`src/rtl/mcpu5_pkg.sv`:
```
// Shared constants and types for the MCPU5 program server and its output-capture FIFO.
package mcpu5_pkg;

    localparam int ADDR_W = 8;
    localparam int INST_W = 6;

    localparam logic [INST_W-1:0] OUT_OPCODE_DEF = 6'b111011;
    localparam logic [INST_W-1:0] IDLE_INST_DEF  = 6'b111001;

    typedef enum logic [2:0] {
        ST_IDLE,
        ST_LOAD,
        ST_CRST,
        ST_RUN,
        ST_DONE
    } state_t;

endpackage

```
`src/rtl/mcpu5_out_fifo.sv`:
```
// Output-capture FIFO with registered head/valid. A push and a pop in the same cycle both
// take effect, even when full. Pushes into a full FIFO with no pop are dropped.
module mcpu5_out_fifo
    import mcpu5_pkg::*;
#(
    parameter int DATA_W = ADDR_W,
    parameter int DEPTH  = 8
) (
    input  logic              clk,
    input  logic              rst,
    input  logic              clr,
    input  logic              push,
    input  logic [DATA_W-1:0] push_data,
    output logic              out_valid,
    input  logic              out_ready,
    output logic [DATA_W-1:0] out_data,
    output logic              drop
);

    localparam int PTR_W = $clog2(DEPTH);
    localparam int CNT_W = PTR_W + 1;
    localparam logic [CNT_W-1:0] CNT_ONE  = CNT_W'(1);
    localparam logic [CNT_W-1:0] CNT_FULL = CNT_W'(DEPTH);
    localparam logic [PTR_W-1:0] PTR_ONE  = PTR_W'(1);

    logic [DATA_W-1:0] fifo_mem [DEPTH];
    logic [PTR_W-1:0]  wr_ptr;
    logic [PTR_W-1:0]  rd_ptr;
    logic [PTR_W-1:0]  rd_nxt;
    logic [CNT_W-1:0]  count;
    logic [CNT_W-1:0]  count_nxt;
    logic              full;
    logic              empty;
    logic              pop_ok;
    logic              push_ok;
    logic              head_is_new;

    assign empty   = (count == '0);
    assign full    = (count == CNT_FULL);
    assign pop_ok  = out_ready && !empty;
    assign push_ok = push && (!full || pop_ok);
    assign drop    = push && full && !pop_ok;
    assign rd_nxt  = rd_ptr + PTR_W'(pop_ok);

    // The slot at rd_nxt is still being written this edge when the FIFO drains to the new word.
    assign head_is_new = push_ok && (empty || (count == CNT_ONE && pop_ok));

    always_comb begin
        count_nxt = count;
        if (push_ok && !pop_ok) begin
            count_nxt = count + CNT_ONE;
        end else if (!push_ok && pop_ok) begin
            count_nxt = count - CNT_ONE;
        end
    end

    always_ff @(posedge clk) begin
        if (push_ok) begin
            fifo_mem[wr_ptr] <= push_data;
        end
    end

    always_ff @(posedge clk) begin
        if (rst || clr) begin
            wr_ptr    <= '0;
            rd_ptr    <= '0;
            count     <= '0;
            out_valid <= 1'b0;
            out_data  <= '0;
        end else begin
            if (push_ok) begin
                wr_ptr <= wr_ptr + PTR_ONE;
            end
            rd_ptr    <= rd_nxt;
            count     <= count_nxt;
            out_valid <= (count_nxt != '0);
            if (head_is_new) begin
                out_data <= push_data;
            end else if (count_nxt != '0) begin
                out_data <= fifo_mem[rd_nxt];
            end
        end
    end

endmodule

```
`src/rtl/mcpu5_prog_server.sv`:
```
// Instruction-bus responder for the MCPU5 core: loadable program array, core reset/run
// sequencing, and capture of every value the core emits with an OUT instruction.
module mcpu5_prog_server
    import mcpu5_pkg::*;
#(
    parameter logic [INST_W-1:0] OUT_OPCODE = OUT_OPCODE_DEF,
    parameter logic [INST_W-1:0] IDLE_INST  = IDLE_INST_DEF,
    parameter int                RST_CYCLES = 2,
    parameter logic [15:0]       MAX_CYCLES = 16'd10000,
    parameter int                FIFO_DEPTH = 8
) (
    input  logic              clk,
    input  logic              reset,
    input  logic              load_valid,
    output logic              load_ready,
    input  logic [INST_W-1:0] load_data,
    input  logic              load_last,
    input  logic              start,
    input  logic              stop,
    input  logic [ADDR_W-1:0] cpu_addr,
    output logic [INST_W-1:0] cpu_inst,
    output logic              cpu_rst,
    output logic              out_valid,
    input  logic              out_ready,
    output logic [ADDR_W-1:0] out_data,
    output logic              busy,
    output logic              done,
    output logic              overflow,
    output logic [15:0]       cycles
);

    localparam logic [7:0]        RST_LAST = 8'(RST_CYCLES - 1);
    localparam logic [15:0]       CYC_LAST = MAX_CYCLES - 16'd1;
    localparam logic [ADDR_W-1:0] PTR_ONE  = ADDR_W'(1);

    state_t            state;
    state_t            state_nxt;
    logic [INST_W-1:0] prog_mem [2**ADDR_W];
    logic [ADDR_W-1:0] load_ptr;
    logic [7:0]        rst_cnt;
    logic              load_acc;
    logic              cap_pend;
    logic              fifo_clr;
    logic              fifo_drop;

    assign load_acc = load_ready && load_valid;
    assign fifo_clr = (state == ST_CRST) && (rst_cnt == 8'd0);

    // Zero-latency fetch: the core samples cpu_inst on the same edge it presents cpu_addr.
    assign cpu_inst = (state == ST_RUN) ? prog_mem[cpu_addr] : IDLE_INST;

    always_comb begin
        state_nxt = state;
        case (state)
            ST_IDLE, ST_DONE: begin
                if (start) begin
                    state_nxt = ST_CRST;
                end else if (load_valid) begin
                    state_nxt = ST_LOAD;
                end
            end
            ST_LOAD: begin
                if (load_acc && load_last) begin
                    state_nxt = ST_IDLE;
                end
            end
            ST_CRST: begin
                if (rst_cnt == RST_LAST) begin
                    state_nxt = ST_RUN;
                end
            end
            ST_RUN: begin
                if (stop || cycles == CYC_LAST) begin
                    state_nxt = ST_DONE;
                end
            end
            default: state_nxt = ST_IDLE;
        endcase
    end

    always_ff @(posedge clk) begin
        if (reset) begin
            state      <= ST_IDLE;
            load_ready <= 1'b0;
            cpu_rst    <= 1'b1;
            busy       <= 1'b0;
            done       <= 1'b0;
            load_ptr   <= '0;
            rst_cnt    <= 8'd0;
            cycles     <= 16'd0;
            cap_pend   <= 1'b0;
            overflow   <= 1'b0;
        end else begin
            state      <= state_nxt;
            load_ready <= (state_nxt == ST_LOAD);
            cpu_rst    <= (state_nxt != ST_RUN);
            busy       <= (state_nxt == ST_LOAD) || (state_nxt == ST_CRST) || (state_nxt == ST_RUN);
            done       <= (state_nxt == ST_DONE);

            // Holding the pointer at zero outside LOAD makes every new load start at address 0.
            if (state != ST_LOAD) begin
                load_ptr <= '0;
            end else if (load_acc) begin
                load_ptr <= load_ptr + PTR_ONE;
            end

            rst_cnt <= (state == ST_CRST) ? rst_cnt + 8'd1 : 8'd0;

            if (state == ST_CRST) begin
                cycles <= 16'd0;
            end else if (state == ST_RUN && cycles != 16'hFFFF) begin
                cycles <= cycles + 16'd1;
            end

            // The OUT value appears on cpu_addr one cycle after the opcode is served.
            cap_pend <= (state == ST_RUN) && (cpu_inst == OUT_OPCODE);

            if (fifo_clr) begin
                overflow <= 1'b0;
            end else if (fifo_drop) begin
                overflow <= 1'b1;
            end
        end
    end

    always_ff @(posedge clk) begin
        if (!reset && load_acc) begin
            prog_mem[load_ptr] <= load_data;
        end
    end

    mcpu5_out_fifo #(
        .DATA_W (ADDR_W),
        .DEPTH  (FIFO_DEPTH)
    ) u_out_fifo (
        .clk       (clk),
        .rst       (reset),
        .clr       (fifo_clr),
        .push      (cap_pend),
        .push_data (cpu_addr),
        .out_valid (out_valid),
        .out_ready (out_ready),
        .out_data  (out_data),
        .drop      (fifo_drop)
    );

endmodule
```
`config.mk`:
```
export PLATFORM = sky130hd
export DESIGN_NAME = mcpu5_prog_server
export DESIGN_NICKNAME = d
export VERILOG_FILES = /design/src/rtl/mcpu5_pkg.sv /design/src/rtl/mcpu5_out_fifo.sv /design/src/rtl/mcpu5_prog_server.sv
export SDC_FILE = /design/constraint.sdc
export NUM_CORES = 2
export LEC_CHECK = 0
export BUFFER_PORTS_ARGS = -buffer_cell sky130_fd_sc_hd__clkbuf_2
export CAP_MARGIN = 20
export CORE_ASPECT_RATIO = 0.5
export CORE_MARGIN = 2
export CORE_UTILIZATION = 35
export CTS_CLUSTER_SIZE = 24
export DETAILED_ROUTE_END_ITERATION = 10
export PLACE_DENSITY = 0.53
export SLEW_MARGIN = 25
export SYNTH_ARGS = -nofsm -noshare
export SYNTH_HDL_FRONTEND = slang
export SYNTH_HIERARCHICAL = 1
export SYNTH_SLANG_ARGS = --single-unit
```
`constraint.sdc`:
```
create_clock -name clk -period 2.64 [get_ports clk]
set_clock_uncertainty 0.05 [all_clocks]
set_input_delay 0.132 -clock clk [delete_from_list [all_inputs] [get_ports clk]]
set_output_delay 0.132 -clock clk [all_outputs]
set_load 0.05 [all_outputs]
```
# After elaboration in Yosys (flattened, before gate mapping)
# Memories as Yosys holds them, arrays and structs flattened.
# Index checks and enable logic that the tools add are counted.
[totals] reg_bits=60 mem_bits_rw=1600 inputBits=21 output_inout_bits=36 wordCells=91 mem_count=2
[mem_list] memory="prog_mem" depth=256 word_bits=6 read_ports=1 rd_clocked_by_memory_dff=0 wr=1 line_no="mcpu5_prog_server.sv:38" text="logic [INST_W-1:0] prog_mem [2**ADDR_W];"
[mem_list] memory="u_out_fifo.fifo_mem" depth=8 word_bits=8 read_ports=1 rd_clocked_by_memory_dff=0 wr=1 line_no="mcpu5_out_fifo.sv:26" text="logic [DATA_W-1:0] fifo_mem [DEPTH];"
[op_classes] n_addsub=7 n_eq_ne=16 mux=15 bitwise_logic=1 reduce_logical=35
[ops] op="16-bit by 1-bit adder with 16-bit output, second input constant" n=1
[ops] op="8-bit by 1-bit adder with 8-bit output, second input constant" n=2
[ops] op="16-bit by 14-bit equality test with 1-bit output, second input constant" n=1
[ops] op="8-bit 2-to-1 mux" n=2
[ops] op="16-bit != test, second input constant" n=1
[ops] op="3-bit 2-to-1 mux" n=5
[ops] op="1-bit logical AND" n=14
[ops] op="3-bit by 2-bit equality test with 1-bit output, second input constant" n=4
[ops] op="3-bit case mux with 4 select lines" n=1
[ops] op="2-bit OR reduction" n=5
[ops] op="8-bit by 1-bit equality test with 1-bit output, second input constant" n=1
[ops] op="8-bit logical NOT" n=1
[ops] op="4-bit 2-to-1 mux" n=2
[ops] op="3-bit by 1-bit equality test with 1-bit output, second input constant" n=2
[ops] op="3-bit equality test, second input constant" n=2
[ops] op="6-bit equality test, second input constant" n=1
[ops] op="1-bit logical OR" n=6
[ops] op="6-bit 2-to-1 mux" n=1
[ops] op="1-bit logical NOT" n=5
[ops] op="4-bit by 1-bit adder with 4-bit output, second input constant" n=1
[ops] op="4-bit by 1-bit equality test with 1-bit output, second input constant" n=1
[ops] op="4-bit equality test, second input constant" n=1
[ops] op="4-bit logical NOT" n=1
[ops] op="1-bit 2-to-1 mux" n=4
[ops] op="other kinds (9)" n=9

# Logic depth before layout (Yosys ltp)
[logic_depth] depth_word=12 depth_mapped=16 mapped_depth_nobuf=11

# By module
# The synthesis kept the hierarchy.
[by_module_without_submodules] module="mcpu5_prog_server" n_inst=1 cells_per_inst=3073 area_each_um2=61953.2 seq_area_each_um2=46945.0
[by_module_without_submodules] module="mcpu5_out_fifo" n_inst=1 cells_per_inst=244 area_each_um2=3588.4 seq_area_each_um2=2302.2

# Least setup slack after synthesis
# No wires, ideal clock.
[synth_path] path_type="input to register" start="input cpu_addr[0]" end="register cap_pend" setup_ns=0.065 t_arrival_ns=3.504 t_required_ns=2.525 path_slack_ns=-0.979 cell_stages=13 n_path_buf=6 cell_sequence="buf_6 -> buf_8 -> buf_8 -> buf_6 -> buf_6 -> buf_6 -> mux2i_1 -> o221ai_1 -> a21oi_1 -> or3_1 -> o32ai_1 -> and3_1 -> and4_1"
[synth_via] elab_chain_cells=4
[synth_rtl] item="start: declaration" line_no="mcpu5_prog_server.sv:20" text="input logic [ADDR_W-1:0] cpu_addr,"
[synth_rtl] item="memory read 256 x 6 bit"
[synth_rtl] item="6-bit 2-to-1 mux" line_no="mcpu5_prog_server.sv:50" text="assign cpu_inst = (state == ST_RUN) ? prog_mem[cpu_addr] : IDLE_INST;"
[synth_rtl] item="named net cpu_inst[5]" line_no="mcpu5_prog_server.sv:21" text="output logic [INST_W-1:0] cpu_inst,"
[synth_rtl] item="6-bit equality test" line_no="mcpu5_prog_server.sv:116" text="cap_pend <= (state == ST_RUN) && (cpu_inst == OUT_OPCODE);"
[synth_rtl] item="1-bit logical AND" line_no="mcpu5_prog_server.sv:116"
[synth_rtl] item="end signal: assignment" line_no="mcpu5_prog_server.sv:116"
[synth_rtl] item="end: declaration" line_no="mcpu5_prog_server.sv:42" text="logic cap_pend;"
# The timed path passes the listed nets, and every way through them passes these cells.
# A chain may end at the register's enable or synchronous reset.

# Final worst setup path
[layout_path] start="memory prog_mem[49][4]" end="output cpu_inst[4]"
[layout_via] elab_chain_cells=2
[layout_rtl] item="start: declaration" line_no="mcpu5_prog_server.sv:38"
[layout_rtl] item="memory read 256 x 6 bit"
[layout_rtl] item="6-bit 2-to-1 mux" line_no="mcpu5_prog_server.sv:50"
[layout_rtl] item="end: declaration" line_no="mcpu5_prog_server.sv:21"
# No other way between the ends.

==> impl_summary.txt <==
----------------------------------------------------
[Outcome]
  Status ... finished, violations left
  Violations in the final reports ... setup timing

[Critical path]
  Maximum net fanout on the critical path ... 2
  FF-to-FF setup slack ... -290 ps
  Type of element launching the critical path ... flip-flop
  FF-to-FF Start ... prog_mem[49][4]
  Kind of critical path ... flip-flop to output port
  Crit. Startpoint ... prog_mem[49][4]
  Required time of the critical path ... roughly 2500 ps
  Capturing element type of the critical path ... output port
  Data arrival time at the worst-slack endpoint ... 3410 ps

[Place]
  Half-perimeter wire length after detailed placement ... 130000 um
  Placed Instances ... ~6400
  Port buffer count ... between 50 and 60
  Routability cong. ... 0.892
  Placed Instance Area ... 74800 um^2
  Pre-CTS worst setup slack ... -1020 ps

[Power and ir drop]
  Cell-internal power ... approximately 44 mW
  Overall power after layout ... 56.5 mW
  Sw power ... 12.8 mW
  Share of total power in combinational logic ... 0.092
  Total power per unit cell area ... 704 nW/um^2
  Leakage power of the design ... 26.4 nW
  Switching fraction of total power ... 0.227
  Sequential cell fraction of total power ... 0.513
  Clk network pwr share ... 0.395
  Max rail drop VDD ... 0.000739 V

[GRT]
  Number of antenna violations at the first check in global routing ... 9
  Met3 usage ... 0.0423
  Met1 usage ... 0.287
  Wire length of the first global-routing pass ... between 200000 and 300000 um
  Total GRT Usage ... 0.199
  Largest net degree at the start of global routing ... 107
  Vias in the first global route ... approximately 36000
  Global-route congestion overflow total ... 0
  Global Route met2 Usage ... 0.309
  Layer with the highest usage ... met2

[Logic synthesis]
  Complex-gate fraction of the synthesized area ... 0.0254
  Flops & latches, synth ... 1660
  Synthesis warning total ... 6
  Fraction of the mapped netlist area in adder cells ... 0.00267
  XOR/XNOR Fraction of Synth Area ... 0.00426
  Async set-reset flop share out of synthesis ... 0
  Area share of the largest cell type after synthesis ... 0.733
  Post-synthesis simple-gate area fraction ... 0.0449
  Largest family of logic cells by synthesized area ... multiplexers
  Share of synthesized area occupied by flip-flops and latches ... 0.751
  Synth cell types ... 73
  Flip-flop cell with the highest count after synthesis ... edfxtp_1
  Number of nets in the synthesized netlist ... 3352
  Cell taking the most area after synthesis ... edfxtp_1
  Avg Cell Area, Syn ... 19.8 um^2
  Multiplexer share of the synthesized area ... 0.154
  Number of synthesized flops with an enable pin ... 1600
  Synthesized instance count ... 3317
  Leading cell types by total area after synthesis ... edfxtp_1, mux4_2, nor2_1
  Cell area after synthesis ... 65500 um^2

[Detailed routing]
  ANT nets after route ... 0
  Via density per instance ... 5.37
  Detailed-route wire length per cell ... 28.3 um
  Violation count after the first detailed-route iteration ... 4190
  Total via count in the routed design ... around 36000
  Number of iterations in the first detailed-routing pass ... 5
  DRC violations left ... 0
  DRT Wirelength ... approximately 190000 um

[Cells and area]
  Leading cell type in the layout, fill and taps excluded ... edfxtp_1
  Post-route cell area ... 80200 um^2
  Share of layout cells above drive strength 1 ... 0.355
  Number of nets in the layout ... 4138
  Synth-to-Final Area Change ... 22.4%
  Highest-count cells in the layout ignoring fill and taps ... edfxtp_1, buf_4, mux4_2
  Layout Cells excl Fill ... ~6700

[STA]
  Tmin final ... 3590 ps
  Number of failing hold endpoints at the final stage ... 0
  Worst path setup slack after routing ... -954 ps
  Final count of pins violating max slew ... 0
  Max_slew headroom ... 0.263
  Worst Tran Pin Value ... between 1000 and 1500 ps
  Number of failing setup endpoints in the final timing report ... 7
  Timing-limited maximum frequency ... 278 MHz
  Crit share post-route ... 1.36
  RSZ-0062 raised after global routing ... yes

[Floorplan]
  Area inside the core boundary ... 186000 um^2
  Number of rows created at floorplan ... around 110
  IO Count ... 57
  Initial Util ... 0.352
  Die ar. ... 191000 um^2
  Overall die width ... between 600 and 700 um
  Die outline height ... 310 um

[Run]
  Max-capacitance violation count ... 0

[Min path]
  Launch instance of the worst min-delay path ... stop
  Hold WC Path Type ... input pin to flip-flop

[Clock tree]
  TritonCTS clock tree ... yes
  Clock slew seen by the registers of the worst setup and hold paths ... 60 ps
  Num CTS Buffers ... ~160
  Clock root buffer ... clkbuf_16
  Insertion delay of the later-clocked pin in the worst-skew pair ... 810 ps
  Largest buffer count on any clock path ... 3
  Number of levels the H-tree was split into ... 4
  Number of clock sinks ... between 1500 and 2000

----------------------------------------------------
==> path summary, 6_finish.rpt <==
check | endpoint | depth (start not counted)
max | cpu_inst[4] | 7
min reg2reg | u_out_fifo/out_data[7] | 2
min | done | 4
max reg2reg | cap_pend | 8
==> worst max-delay path, cell delays in order, from the launching register on <==
cell      delay (ps)
edfxtp_1         390
mux4_2           460
mux4_2           520
nor2_4           120
a31oi_4           50
and4b_2          320
or4b_4           560
buf_12           180
==> area by class of cell <==
type                    count  area (um^2)
fillers                 16200       106000
flip-flops and latches   1660        49200
multi-input cells        1439        15500
repair buffers            824         7290
clock buffers             199         4200
well taps                2508         3140
clock inverters            90          796
inverters                  19         72.6
diodes                      1         2.50
==> metal layers <==
metal  wire length [um]  part of all wire  up-vias
met1              83500              0.44    19300
li1                   -                 -    15100
met3              16000             0.084      239
met2              87300              0.46     1476
met5                 16          0.000084        -
met4               3990             0.021        2
==> sequential cells by signal (all words and copies together) (netlist names) <==
register and flops:
load_ptr 8, done 1, state 3, cycles 16, cap_pend 1, u_out_fifo/out_data 8
u_out_fifo/wr_ptr 3, busy 1, u_out_fifo/out_valid 1, rst_cnt 8, cpu_rst 1, u_out_fifo/count 4
u_out_fifo/fifo_mem 64, overflow 1, prog_mem 1536, u_out_fifo/rd_ptr 3, load_ready 1
==> kinds of logic (layout without fill, tap and decap cells) <==
logic type	count (synthesis)	after routing
compound gates	241	241
xor+xnor	31	31
fa+ha+maj	14	14
buf+inv	218	1132
flops	1660	1660
mux	496	496
other cells	0	1
simple gates	657	657
==> cell usage after synthesis, drive strengths merged, types with 16 or more instances <==
| cell | instances |
|---|---|
| nor2 | 334 |
| buf | 95 |
| inv | 19 |
| mux2i | 78 |
| a21oi | 52 |
| mux4 | 407 |
| xor2 | 20 |
| nand3 | 61 |
| nand2 | 125 |
| edfxtp | 1600 |
| clkbuf | 104 |
| a22oi | 44 |
| and3 | 16 |
| o21ai | 28 |
| nor2b | 20 |
| dfxtp | 60 |
==> power by group through the flow <==
stage / clock, mW / sequential (mW) / combinational, mW
finish: 22.3 / 28.9 / 5.22
global route: 23.7 / 28.9 / 5.54
CTS: 22.8 / 28.9 / 5.02
detailed placement: 0 / 29.5 / 4.94
global placement: 0 / 29.5 / 4.87
floorplan: 0 / 29.6 / 2.69
==> repair_timing <==
| action | 4_1_cts | 5_1_grt |
|---|---|---|
| pin swaps | 9 | 10 |
| endpoints found under the setup margin | 14 | 15 |
| gates resized for setup | 34 | 15 |
| cloned | 0 | 2 |
| setup buffers | 0 | 1 |
| endpoints found under the hold margin | 519 | 0 |
| hold buffers | 20 | 0 |
==> per-stage QoR <==
stage / setup TNS (ps) / util / hold WS, ps
after global placement: -5410 / 0.401 / 400
after CTS: -5530 / 0.430 / 16.7
after global routing: -5590 / 0.431 / 48.8
after detailed placement: -5240 / 0.401 / 412
final: -5030 / 0.431 / 6.73
after floorplan: -392 / - / 181
No activity file was read; power rests on OpenSTA's default activity.
